`src/rtl/spi_cmd_pkg.sv`:
```
// Shared definitions for the SPI frame sequencer: FSM state encoding and command opcodes.
package spi_cmd_pkg;

    typedef enum logic [2:0] {
        ST_SYNC  = 3'd0,
        ST_IDLE  = 3'd1,
        ST_ADDR  = 3'd2,
        ST_WDATA = 3'd3,
        ST_RDATA = 3'd4,
        ST_DRAIN = 3'd5
    } state_t;

    localparam logic [7:0] OP_NOP   = 8'h00;
    localparam logic [7:0] OP_WRITE = 8'h01;
    localparam logic [7:0] OP_READ  = 8'h02;

endpackage

```
`src/rtl/spi_read_pipe.sv`:
```
// Two-stage pipe that carries register-file read data back to miso.
// miso_valid is a pure valid strobe (no ready): the host must take miso in the cycle it is high.
module spi_read_pipe (
    input  logic       clk,
    input  logic       rst,
    input  logic       rd_en,
    input  logic [7:0] rd_data,
    output logic [7:0] miso,
    output logic       miso_valid
);

    logic pend;

    // pend marks the cycle in which rd_data answers the strobe issued one cycle earlier
    always_ff @(posedge clk or posedge rst) begin
        if (rst) begin
            pend       <= 1'b0;
            miso       <= 8'h00;
            miso_valid <= 1'b0;
        end else begin
            pend       <= rd_en;
            miso_valid <= pend;
            miso       <= pend ? rd_data : 8'h00;
        end
    end

endmodule

```
`src/rtl/spi_frame_sequencer.sv`:
```
// Parses cs-framed byte streams (opcode, address, data) into auto-incrementing burst
// reads and writes on the register file port; read data returns on miso.
module spi_frame_sequencer
    import spi_cmd_pkg::*;
#(
    parameter int ADDR_WIDTH = 8,
    parameter int ERR_WIDTH  = 4
) (
    input  logic                  clk,
    input  logic                  rst,
    input  logic                  cs,
    input  logic [7:0]            mosi,
    output logic [ADDR_WIDTH-1:0] reg_addr,
    output logic                  reg_wr_en,
    output logic [7:0]            reg_wr_data,
    output logic                  reg_rd_en,
    input  logic [7:0]            reg_rd_data,
    output logic [7:0]            miso,
    output logic                  miso_valid,
    output logic                  busy,
    output logic [ERR_WIDTH-1:0]  err_count,
    output logic [2:0]            state_dbg
);

    state_t                state, state_n;
    logic [7:0]            opcode, opcode_n;
    logic [ADDR_WIDTH-1:0] addr, addr_n, reg_addr_n;
    logic                  wr_en_n, rd_en_n;
    logic [7:0]            wr_data_n;
    logic [ERR_WIDTH-1:0]  err_n;

    assign state_dbg = state;

    always_ff @(posedge clk or posedge rst) begin
        if (rst) begin
            state       <= ST_SYNC;
            opcode      <= 8'h00;
            addr        <= '0;
            reg_addr    <= '0;
            reg_wr_en   <= 1'b0;
            reg_wr_data <= 8'h00;
            reg_rd_en   <= 1'b0;
            busy        <= 1'b0;
            err_count   <= '0;
        end else begin
            state       <= state_n;
            opcode      <= opcode_n;
            addr        <= addr_n;
            reg_addr    <= reg_addr_n;
            reg_wr_en   <= wr_en_n;
            reg_wr_data <= wr_data_n;
            reg_rd_en   <= rd_en_n;
            busy        <= (state_n != ST_IDLE);
            err_count   <= err_n;
        end
    end

    always_comb begin
        state_n    = state;
        opcode_n   = opcode;
        addr_n     = addr;
        reg_addr_n = reg_addr;
        wr_en_n    = 1'b0;
        wr_data_n  = reg_wr_data;
        rd_en_n    = 1'b0;
        err_n      = err_count;

        if (state == ST_SYNC) begin
            // a frame already running when reset lifts is skipped entirely
            if (cs) state_n = ST_IDLE;
        end else if (cs) begin
            state_n = ST_IDLE;
        end else begin
            case (state)
                ST_IDLE: begin
                    opcode_n = mosi;
                    state_n  = ST_ADDR;
                end
                ST_ADDR: begin
                    addr_n = ADDR_WIDTH'(mosi);
                    case (opcode)
                        OP_WRITE: state_n = ST_WDATA;
                        OP_READ: begin
                            state_n    = ST_RDATA;
                            rd_en_n    = 1'b1;
                            reg_addr_n = ADDR_WIDTH'(mosi);
                        end
                        OP_NOP:  state_n = ST_DRAIN;
                        default: begin
                            state_n = ST_DRAIN;
                            if (err_count != {ERR_WIDTH{1'b1}}) err_n = err_count + 1'b1;
                        end
                    endcase
                end
                ST_WDATA: begin
                    wr_en_n    = 1'b1;
                    reg_addr_n = addr;
                    wr_data_n  = mosi;
                    addr_n     = addr + 1'b1;
                end
                ST_RDATA: begin
                    // the address byte already issued the first read, so each byte reads the next one
                    rd_en_n    = 1'b1;
                    reg_addr_n = addr + 1'b1;
                    addr_n     = addr + 1'b1;
                end
                default: ;
            endcase
        end
    end

    spi_read_pipe u_read_pipe (
        .clk        (clk),
        .rst        (rst),
        .rd_en      (reg_rd_en),
        .rd_data    (reg_rd_data),
        .miso       (miso),
        .miso_valid (miso_valid)
    );

endmodule

```
`config.mk`:
```
export PLATFORM = sky130hd
export DESIGN_NAME = spi_frame_sequencer
export DESIGN_NICKNAME = d
export VERILOG_FILES = /design/src/rtl/spi_cmd_pkg.sv /design/src/rtl/spi_read_pipe.sv /design/src/rtl/spi_frame_sequencer.sv
export SDC_FILE = /design/constraint.sdc
export NUM_CORES = 1
export LEC_CHECK = 0
export CAP_MARGIN = 20
export CORE_AREA = 2 2 79 66
export DETAILED_ROUTE_END_ITERATION = 7
export DIE_AREA = 0 0 81 68
export PLACE_DENSITY = 0.88
export SLEW_MARGIN = 20
export SYNTH_ARGS = -nofsm -noshare
export SYNTH_HDL_FRONTEND = slang
export SYNTH_HIERARCHICAL = 1
export SYNTH_SLANG_ARGS = --single-unit
export TNS_END_PERCENT = 30
```
`constraint.sdc`:
```
create_clock -name clk -period 4.35 [get_ports clk]
set_input_delay 0.435 -clock clk [delete_from_list [all_inputs] [get_ports clk]]
set_output_delay 0.435 -clock clk [all_outputs]
set_load 0.02 [all_outputs]
```
==> results by group <==
Outcome
  – Status: finished clean

Clock network
  – Setup Buffers After CTS: 0
  – CTS Sinks: 52
  – CTS Buf Count: 5
  – Htree depth: 2
  – CTS Root Cell: clkbuf_8
  – Worst skew pair latency: roughly 0.31 ns
  – CTS tree: done
  – Cts repair resizes: 0
  – CTS max path bufs: 2
  – Clock-pin slew on the worst setup and hold paths: about 0.09 ns
  – Post-cts hold buffer count: 0

Global route
  – Vias in the first global route: 1771
  – Wire length of the first global-routing pass: approximately 8800 um
  – Grt ovf: 0
  – Pin count of the biggest net entering global routing: 43
  – Total GRT Usage: 21.3%
  – Initial antenna violation count: 0

Yosys
  – Yosys reg bits: 52
  – Synth Area in XOR/XNOR: between 1 and 1.5%
  – Area fraction of the dominant cell type after synthesis: 53.2%
  – Largest family of logic cells by synthesized area: compound AO/OA/AOI/OAI gates
  – Seq/Total Area, Yosys: 53.2%
  – Yosys cell types: 51
  – Synth Area in Adders: 1.02%
  – Syn Nets: between 200 and 250
  – Area leader, netlist: dfrtp_1
  – Mapped Avg Cell Area: 10.9 um^2
  – Yosys warns: 6
  – Mux cell area share after synthesis: 9.51%
  – Synth Flop Type: dfrtp_1
  – Dominant cells by area after synthesis: dfrtp_1, mux2_2, a21oi_1
  – Cells after Synth: 225
  – Post-synthesis simple-gate area fraction: about 16%
  – Ys async rst share: 100%
  – EDFF count, synth: 0
  – Post-synthesis cell area: 0.00245 mm^2
  – Post-synthesis compound-gate area fraction: 16.0%

Cells and area
  – Final #Nets: 296
  – Fin util: 65.2%
  – Layout area overhead: 27.2%
  – Ratio of cells with drive above 1 in the final layout: 11.6%
  – Commonest non-fill, non-tap cells in the layout: clkdlybuf4s50_1, dfrtp_1, a21oi_1, mux2_2, nand2_1
  – N_diodes: 0
  – Most common cell after layout, fill and taps aside: clkdlybuf4s50_1

Drt
  – Vias per cell: 5.72
  – DRC Markers: 0
  – Drt initial violations: 148
  – Drt wl/cell: approximately 16 um
  – DR pass1 iterations: 4
  – Via count: 1934
  – Final ANT Viol Nets: 0
  – Final WL: 5310 um

STA
  – Final setup viols: 0
  – Final TNS setup: 0 ns
  – Final Hold Viols: 0
  – Actual slew at the worst max-slew pin: 1.02 ns
  – RSZ-0062 raised after global routing: false
  – Max Freq: between 300 and 400 MHz
  – Max Slew Vio Count: 0
  – Skew final: 0.0135 ns
  – Tmin final: 2.51 ns
  – Period Utilization, post-route: 57.7%
  – Worst rel slew slack: 31.4%

Critical path
  – CP arrival: ~2.7 ns
  – Cells on worst reg2reg path: 4
  – CP required: about 4.5 ns
  – Worst-path fanout max: 17
  – Crit Path Class: flop to flop
  – Worst Setup End Kind: flop
  – Startpoint class of the critical path: flop

Power and ir drop
  – Int Pwr: 1.01 mW
  – Net load switching power: 0.565 mW
  – Sw frac: a little over a third
  – Pwr per Cell Area: 506 mW/mm^2
  – Max VDD drop: between 200 and 300 uV
  – Leakage: 1.27 nW
  – Clock power share: 17.4%
  – Sequential cell fraction of total power: 46.5%
  – Combinational share of power: 36.1%

Floorplanning
  – Core area: around 0.0048 mm^2
  – # rows: 23
  – Die Wd: 81 um
  – Die Y-Extent: 68 um
  – Initial core utilization: 51.2%
  – Die area: between 0.005 and 0.006 mm^2
  – I/O pin total: 54

Hold path
  – Hold Crit Depth: 0
  – Worst hold path type: flop to flop

Place
  – GPL Wtd Cong: 0.879
  – Port Buffer Count: 53
  – Hpwl dp: roughly 3800 um

Flow run
  – Max-Cap Viols: 0
## logic make-up after synthesis
group,Yosys count
compound gates,59
xor+xnor,3
simple gates,67
fa+ha+maj,2
mux,21
buf+inv,21
flops,52
## worst paths after layout
| check | startpoint | end | slack, ns |
|---|---|---|---|
| max | state_dbg[1] | reg_addr[7] | 1.84 |
| min | reg_rd_en | u_read_pipe/pend | 0.38 |
| max reg2reg | state_dbg[1] | reg_addr[7] | 1.84 |
| min reg2reg | reg_rd_en | u_read_pipe/pend | 0.38 |
| max in group asynchronous | rst | state_dbg[0] | 3.38 |
| min in group asynchronous | rst | u_read_pipe/miso[1] | 0.42 |
## synthesized netlist by cell type, types with 2 or more instances
| cell | count |
|---|---|
| o21ai_0 | 10 |
| nand2_1 | 11 |
| dfrtp_1 | 52 |
| nor3_1 | 5 |
| nand4_1 | 2 |
| nor2b_1 | 4 |
| mux2_1 | 2 |
| and4_1 | 2 |
| xnor2_1 | 3 |
| mux2_2 | 16 |
| o221ai_1 | 2 |
| o22ai_1 | 4 |
| a31oi_1 | 5 |
| ha_1 | 2 |
| or3b_1 | 2 |
| nand3_1 | 9 |
| o31ai_1 | 3 |
| o22a_1 | 3 |
| o2bb2ai_1 | 2 |
| mux2i_1 | 3 |
| nor2_1 | 10 |
| inv_1 | 9 |
| a21oi_1 | 17 |
| o41ai_1 | 2 |
| buf_2 | 4 |
| or3_1 | 2 |
| clkbuf_1 | 8 |
| and2_1 | 8 |
## routing by layer
metal | routed length, um | GRT usage (%) | part of all wire, %
met2 | 2390 | 32.5 | 45
met1 | 2460 | 30.6 | 46
met5 | 0 | 0 | 0
met4 | 69 | 7.20 | 1.3
met3 | 388 | 4.35 | 7.3
## power by group through the flow
stage / clock network, mW / logic [mW] / registers [mW]
after floorplan: 0 / 0.255 / 0.803
after global placement: 0 / 0.557 / 0.734
after detailed placement: 0 / 0.567 / 0.743
after CTS: 0.282 / 0.572 / 0.734
after global routing: 0.303 / 0.619 / 0.758
final: 0.274 / 0.569 / 0.733
## critical path, cell delays in order (launching register included)
cell     delay [ns]
dfrtp_1        0.63
or3b_1         0.44
a31oi_1        0.77
nor2_1         0.18
mux2_1         0.37
## flip-flops by register name (all words and copies together) (netlist names)
signal and flops:
u_read_pipe/pend 1, reg_rd_en 1, u_read_pipe/miso_valid 1, state_dbg 3
reg_wr_en 1, busy 1, err_count 4, reg_addr 8
u_read_pipe/miso 8, reg_wr_data 8, addr 8, opcode 8
## through the flow
stage | total power [mW] | cell area (um^2) | setup WS [ns] | hold WS [ns] | instances
after floorplan | 1.06 | 2450 | 2.55 | 0.275 | 225
after global placement | 1.29 | 3020 | 2.00 | 0.355 | 330
after detailed placement | 1.31 | 3020 | 1.89 | 0.362 | 330
after CTS | 1.59 | 3110 | 1.85 | 0.383 | 338
after global routing | 1.68 | 3110 | 1.63 | 0.395 | 338
final | 1.58 | 3110 | 1.84 | 0.384 | 338
## layout make-up
| cell class | instances | area (um^2) |
|---|---|---|
| clock buffer | 5 | 68.8 |
| clock inverter | 3 | 23.8 |
| fill | 404 | 1660 |
| inverter | 9 | 33.8 |
| multi-input combinational | 152 | 1060 |
| sequential | 52 | 1300 |
| tap | 62 | 77.6 |
| timing repair buffer | 55 | 546 |
(Power assumes the default switching activity.)
